## src/rtl/multiplier_pipe.sv

```systemverilog
// multiplier_pipe: unsigned WIDTH x WIDTH multiplier with registered inputs and outputs.
// Partial products come from an AND array. They are reduced row-wise with 4:2
// compressors, then 3:2 (full-adder) stages until two rows remain. A ripple-carry
// adder then produces the product. A valid flag travels alongside the data.
//
// Optional build macro:
//   MULTIPLIER_PIPE_EN - registers the two reduced rows before the final adder
//                        (latency 3 instead of 2).
//
// Ports:
//   clk       - rising-edge clock
//   rst       - synchronous active-high reset
//   in_valid  - A/B are captured this cycle
//   A, B      - WIDTH-bit unsigned operands
//   P         - 2*WIDTH-bit registered product
//   out_valid - one-cycle pulse when P holds a new product
module multiplier_pipe #(
    parameter int unsigned WIDTH = 2
) (
    input  logic                 clk,
    input  logic                 rst,
    input  logic                 in_valid,
    input  logic [WIDTH-1:0]     A,
    input  logic [WIDTH-1:0]     B,
    output logic [2*WIDTH-1:0]   P,
    output logic                 out_valid
);

    localparam int unsigned PW = 2 * WIDTH;

    typedef logic [PW-1:0] row_t;

    // 4:2 compressor applied bit-wise across a row.
    // cout chains into the next column. The carry row is weighted one column up.
    // Carries beyond PW-1 are dropped because the true product always fits.
    function automatic logic [2*PW-1:0] compress42(input row_t a, input row_t b,
                                                   input row_t c, input row_t d);
        row_t s;
        row_t cy;
        logic cin;
        logic cout;
        logic s1;
        s   = '0;
        cy  = '0;
        cin = 1'b0;
        for (int unsigned k = 0; k < PW; k++) begin
            s1   = a[k] ^ b[k] ^ c[k];
            cout = (a[k] & b[k]) | (a[k] & c[k]) | (b[k] & c[k]);
            s[k] = s1 ^ d[k] ^ cin;
            if (k + 1 < PW) begin
                cy[k+1] = (s1 & d[k]) | (s1 & cin) | (d[k] & cin);
            end
            cin = cout;
        end
        return {cy, s};
    endfunction

    // 3:2 carry-save stage made of full adders, one per column.
    function automatic logic [2*PW-1:0] compress32(input row_t a, input row_t b,
                                                   input row_t c);
        row_t s;
        row_t cy;
        s  = a ^ b ^ c;
        cy = ((a & b) | (a & c) | (b & c)) << 1;
        return {cy, s};
    endfunction

    // Final carry-propagate adder.
    function automatic row_t add_ripple(input row_t x, input row_t y);
        row_t s;
        logic c;
        s = '0;
        c = 1'b0;
        for (int unsigned k = 0; k < PW; k++) begin
            s[k] = x[k] ^ y[k] ^ c;
            c    = (x[k] & y[k]) | (x[k] & c) | (y[k] & c);
        end
        return s;
    endfunction

    logic [WIDTH-1:0] a_q;
    logic [WIDTH-1:0] b_q;
    logic             v0_q;
    row_t             row0_c;
    row_t             row1_c;
    row_t             add_a_c;
    row_t             add_b_c;
    logic             add_v_c;
    row_t             sum_c;

    // Input register. The operands hold while no new pair is accepted.
    always_ff @(posedge clk) begin
        if (rst) begin
            a_q  <= '0;
            b_q  <= '0;
            v0_q <= 1'b0;
        end else begin
            v0_q <= in_valid;
            if (in_valid) begin
                a_q <= A;
                b_q <= B;
            end
        end
    end

    // Partial-product array reduced to two rows.
    always_comb begin : reduce_tree
        row_t        rows [WIDTH];
        row_t        nxt  [WIDTH];
        int unsigned n;
        int unsigned m;
        int unsigned base;
        for (int unsigned i = 0; i < WIDTH; i++) begin
            rows[i] = row_t'(a_q & {WIDTH{b_q[i]}}) << i;
            nxt[i]  = '0;
        end
        n    = WIDTH;
        m    = 0;
        base = 0;
        // 4:2 levels while at least four rows remain.
        for (int unsigned lvl = 0; lvl < WIDTH; lvl++) begin
            if (n >= 4) begin
                for (int unsigned i = 0; i < WIDTH; i++) nxt[i] = '0;
                m    = 0;
                base = (n / 4) * 4;
                for (int unsigned g = 0; g + 4 <= WIDTH; g += 4) begin
                    if (g + 4 <= n) begin
                        {nxt[m+1], nxt[m]} = compress42(rows[g], rows[g+1],
                                                        rows[g+2], rows[g+3]);
                        m += 2;
                    end
                end
                for (int unsigned i = 0; i < WIDTH; i++) begin
                    if (i >= base && i < n) begin
                        nxt[m] = rows[i];
                        m += 1;
                    end
                end
                rows = nxt;
                n    = m;
            end
        end
        // Full-adder levels until two rows remain.
        for (int unsigned lvl = 0; lvl < WIDTH; lvl++) begin
            if (n > 2) begin
                for (int unsigned i = 0; i < WIDTH; i++) nxt[i] = '0;
                m    = 0;
                base = (n / 3) * 3;
                for (int unsigned g = 0; g + 3 <= WIDTH; g += 3) begin
                    if (g + 3 <= n) begin
                        {nxt[m+1], nxt[m]} = compress32(rows[g], rows[g+1], rows[g+2]);
                        m += 2;
                    end
                end
                for (int unsigned i = 0; i < WIDTH; i++) begin
                    if (i >= base && i < n) begin
                        nxt[m] = rows[i];
                        m += 1;
                    end
                end
                rows = nxt;
                n    = m;
            end
        end
        row0_c = rows[0];
        row1_c = rows[1];
    end

`ifdef MULTIPLIER_PIPE_EN
    row_t row0_q;
    row_t row1_q;
    logic v1_q;

    // Optional register between the reduction tree and the final adder.
    always_ff @(posedge clk) begin
        if (rst) begin
            row0_q <= '0;
            row1_q <= '0;
            v1_q   <= 1'b0;
        end else begin
            row0_q <= row0_c;
            row1_q <= row1_c;
            v1_q   <= v0_q;
        end
    end

    assign add_a_c = row0_q;
    assign add_b_c = row1_q;
    assign add_v_c = v1_q;
`else
    assign add_a_c = row0_c;
    assign add_b_c = row1_c;
    assign add_v_c = v0_q;
`endif

    assign sum_c = add_ripple(add_a_c, add_b_c);

    // Output register. P only changes when a valid product arrives.
    always_ff @(posedge clk) begin
        if (rst) begin
            P         <= '0;
            out_valid <= 1'b0;
        end else begin
            out_valid <= add_v_c;
            if (add_v_c) begin
                P <= sum_c;
            end
        end
    end

endmodule

```

## config.mk

```make
export PLATFORM = sky130hd
export DESIGN_NAME = multiplier_pipe
export DESIGN_NICKNAME = d
export VERILOG_FILES = /design/src/rtl/multiplier_pipe.sv
export SDC_FILE = /design/constraint.sdc
export NUM_CORES = 1
export LEC_CHECK = 0
export ABC_AREA = 1
export BUFFER_PORTS_ARGS = -buffer_cell sky130_fd_sc_hd__buf_2
export CAP_MARGIN = 5
export CORE_AREA = 2 2 39 41
export CTS_CLUSTER_DIAMETER = 40
export CTS_CLUSTER_SIZE = 30
export DETAILED_ROUTE_END_ITERATION = 10
export DIE_AREA = 0 0 41 43
export GPL_ROUTABILITY_DRIVEN = 0
export GPL_TIMING_DRIVEN = 0
export SETUP_SLACK_MARGIN = 0.1
export SLEW_MARGIN = 20
export SYNTH_ARGS = -nofsm -noshare
export SYNTH_HDL_FRONTEND = slang
export SYNTH_SLANG_ARGS = --single-unit
```

## constraint.sdc

```tcl
create_clock -name clk -period 1 [get_ports clk]
set_input_delay 0.25 -clock clk [delete_from_list [all_inputs] [get_ports clk]]
set_output_delay 0.25 -clock clk [all_outputs]
set_load 0.1 [all_outputs]
```

Yosys cells after proc, flatten, opt, wreduce, memory -nomap -nowiden
Cells that the tools add are included.
{ "totals": {"output_inout_bits": 5, "elab_cells": 18, "input_bits": 7, "register_bits": 10} }
{ "op_classes": {"bitwise_logic": 13} }
{ "op_table": {"columns": ["op", "count"], "rows": [
  ["$and A2 B2 Y2", 2],
  ["$xor A1 B1 Y1", 3],
  ["$and A1 B1 Y1", 2],
  ["$and A1 B1 Y1 const A", 2],
  ["$or A1 B1 Y1", 2],
  ["$xor A1 B1 Y1 const A", 1],
  ["$xor A1 B1 Y1 const AB", 1]
]} }

Depth between registers and ports, before layout
{ "logic_depth": {"word_depth": 6, "depth_mapped": 6, "mapped_depth_nobuf": 6} }

Worst setup path before layout
Ideal clock, no wire load.
{ "synth_path": {"path_kind": "register to register", "startpoint": "register, netlist name P[0]", "endpoint": "register P[0]", "path_buffers": 0, "arrival_time_ns": 1.115, "synth_period_minus_slack_ns": 1.176, "required_ns": 0.939, "stages_incl_launch_ff": 3, "setup_ns": 0.061, "path_slack_ns": -0.176, "path_cell_list": "dfxtp_1 -> nand2_1 -> nand2_1"} }
{ "synth_rtl": {"columns": ["element", "line_no", "rtl"], "rows": [
  ["to (signal assigned)", "206", "P <= sum_c;"],
  ["to (decl)", "25", "output logic [2*WIDTH-1:0] P,"]
]} }

Worst setup path in the final report
{ "layout_path": {"startpoint": "register P[3]", "endpoint": "output port P[3]"} }
No word-level cell between the ends.

==> flow_metrics.env <==
export IMPL_period_share=1.036
export IMPL_initial_core_util=0.2957
export IMPL_design_portCount=12
export IMPL_cellPowerDensity_nw_per_um2=1228
export IMPL_synth_fp_nets=68
export IMPL_dp_cells=85
export IMPL_critical_path_arrival_ns=0.79
export IMPL_drv_slew=0
export IMPL_final_common_cell="nand2_1"
export IMPL_syn_to_final_growth_pct=62.69
export IMPL_min_from="rst"
export IMPL_fmax_mhz=965.2
export IMPL_vias=366
export IMPL_die_area_sq_um=1763
export IMPL_p_clk_frac=0.322
export IMPL_synth_top_area_cell="dfxtp_1"
export IMPL_period_minus_slack_ns=1.036
export IMPL_post_synth_top_area_fraction=0.4893
export IMPL_max_cap_violations=0
export IMPL_max_stage_delay_ns=0.35
export IMPL_first_iter_violations=3
export IMPL_r2r_cells=6
export IMPL_final_cell_mix="nand2_1, dfxtp_2, nor2_1"
export IMPL_core_area_sq_um=1384
export IMPL_via_per_inst=3.978
export IMPL_fin_ws_ns=-0.03605
export IMPL_whs_ns=0.2011
export IMPL_die_w_microns=41
export IMPL_ant_nets=0
export IMPL_worstMarginPinSlew_ns=0.2603
export IMPL_worstPathCellList="buf_12"
export IMPL_hold_violations=0
export IMPL_antennaDiodeCount=0
export IMPL_pwr_share_seq=0.529
export IMPL_antenna_found_initial=0
export IMPL_grt_total_usage=0.1123
export IMPL_r2r_start="a_q[0]$_SDFFE_PP0P_"
export IMPL_holdPathEnd="out_valid$_SDFF_PP0_"
export IMPL_setup_viol=6
export IMPL_cts_tree="yes"
export IMPL_combPwrFrac=0.148
export IMPL_drive_gt1_frac=0.5132
export IMPL_clock_skew_ns=0.001133
export IMPL_worst_ep_required_time_ns=0.75
export IMPL_total_power_uw=817.7
export IMPL_yosysSeqAreaShare=0.4893
export IMPL_cpMaxStageDelayCell="dfxtp_2"
export IMPL_htree_levels=1
export IMPL_path_clk_slew_ns=0.06
export IMPL_internal_power_uw=609.6
export IMPL_holdBufCountCts=0
export IMPL_syn_area_sq_um=409.1
export IMPL_startpoint_type="flip-flop"
export IMPL_p_switching_uw=208.1
export IMPL_clk_path_buf_depth=2
export IMPL_netlist_instances=59
export IMPL_cts_buffers_inserted=3
export IMPL_grt_pass1_vias=314
export IMPL_fp_row_count=14
export IMPL_outcome="complete, but fails checks"
export IMPL_hold_depth=2
export IMPL_worstSetupPathType="flip-flop to output port"
export IMPL_cts_sinks=10
export IMPL_power_share_switching=0.2545
export IMPL_critPathBufInv=1
export IMPL_grt_use_met1=0.1250
export IMPL_wl_microns=738
export IMPL_die_h_microns=43
export IMPL_clock_latency_ns=0.26
export IMPL_r2r_end="P[2]$_SDFFE_PP0P_"
export IMPL_drt_pass1_iter_count=2
export IMPL_cts_root_buf="clkbuf_4"
export IMPL_yosys_warnings=0
export IMPL_grt_pass1_wl_mm=1.262
export IMPL_hold_class="primary input to flip-flop"
export IMPL_synth_cell_types=8
export IMPL_slew_limit_headroom=0.8263
export IMPL_port_buffers=10
export IMPL_grt_max_degree=10
export IMPL_ys_ff_latch=10
export IMPL_overflow=0
export IMPL_synthTopCellsByArea="dfxtp_1, nand2_1, inv_1"
export IMPL_grt_use_met2=0.1531
export IMPL_stdcell_count=92
export IMPL_cpLargestDelayFamily="flip-flops"
export IMPL_reg2reg_slack_ns=-0.01
export IMPL_irDropWorstVdd_mv=0.7840
export IMPL_endpoint_kind="output port"
export IMPL_power_leakage_nw=0.3488
export IMPL_busiest_layer="met2"
export IMPL_violations="setup timing"
export IMPL_worstPathMaxFanout=2
export IMPL_fin_setup_tns_ns=-0.1634
export IMPL_rsz0062_at_grt="true"
export IMPL_wl_per_cell_microns=8.022
export IMPL_met3_usage=0.09424
export IMPL_drc_errors=0
export IMPL_nets=87
export IMPL_avgSynthCellArea_sq_um=6.935
==> worst reg2reg max path: cells and delay by family (launching register included) <==
family	cells	cell delay, ns
adder cells (fa/ha/maj)	2	0.40
flip-flops	1	0.33
buffers and inverters	1	0.04
AND/OR/NAND/NOR	3	0.18
==> through the flow <==
stage	instance area, sq um	worst slack (ns)	util
floorplan	427.9	-0.04888	-
global placement	498.0	-0.09533	0.3599
detailed placement	498.0	-0.1198	0.3599
CTS	658.1	-0.04192	0.4756
global route	665.6	-0.07731	0.4810
finish	665.6	-0.03605	0.4810
==> power by group through the flow <==
stage / Combinational [mW] / Sequential, mW / Clock, mW
after global routing: 0.135 / 0.434 / 0.310
after detailed placement: 0.0857 / 0.438 / 0
after CTS: 0.120 / 0.430 / 0.277
after global placement: 0.0848 / 0.437 / 0
final: 0.121 / 0.433 / 0.264
after floorplan: 0.0404 / 0.460 / 0
==> cell families after synthesis <==
group,count (synthesis),share of synthesized area
AND/OR/NAND/NOR,35,0.3364
buffers and inverters,12,0.1131
flip-flops,10,0.4893
adder cells (fa/ha/maj),2,0.06115
==> flip-flops by register name, indices dropped and copies added, names as in the netlist <==
register and count:
a_q 2, out_valid 1, add_v_c 1, P 4, b_q 2
==> layout make-up <==
class / count / area [sq um]
fillers: 149 / 718.2
flip-flops and latches: 10 / 211.5
multi-input cells: 37 / 210.2
repair buffers: 14 / 155.1
inverters: 11 / 41.29
clock buffers: 3 / 22.52
well taps: 16 / 20.02
plain buffers: 1 / 5.005
==> how the worst max path moves through the flow <==
stage                   startpoint                 to  slack [ns]  cells after the start
4_1_cts          P[1]$_SDFFE_PP0P_               P[1]       -0.04                      1
3_5_place_dp   a_q[0]$_SDFFE_PP0P_  P[2]$_SDFFE_PP0P_       -0.12                      6
5_1_grt          P[2]$_SDFFE_PP0P_               P[2]       -0.08                      1
2_1_floorplan  a_q[0]$_SDFFE_PP0P_  P[2]$_SDFFE_PP0P_       -0.05                      6
3_3_place_gp   a_q[0]$_SDFFE_PP0P_  P[2]$_SDFFE_PP0P_        -0.1                      6
6_report         P[3]$_SDFFE_PP0P_               P[3]       -0.04                      1
==> what timing repair did <==
action,4_1_cts,5_1_grt
setup endpoints to repair,8,8
gates resized for setup,27,5
pin swaps,3,2
setup buffers,4,0
==> synth_stat cells (all sizes together) <==
cell / number
ha: 2
nand3: 3
nand2: 21
dfxtp: 10
nor2: 11
inv: 11
buf: 1
==> routing by layer <==
layer  routed length (microns)  up-vias
li1                          -      206
met1                       317      146
met2                       357       14
met3                        63        0
met4                         0        0
met5                         0        -
Power figures use the tool's default switching activity.
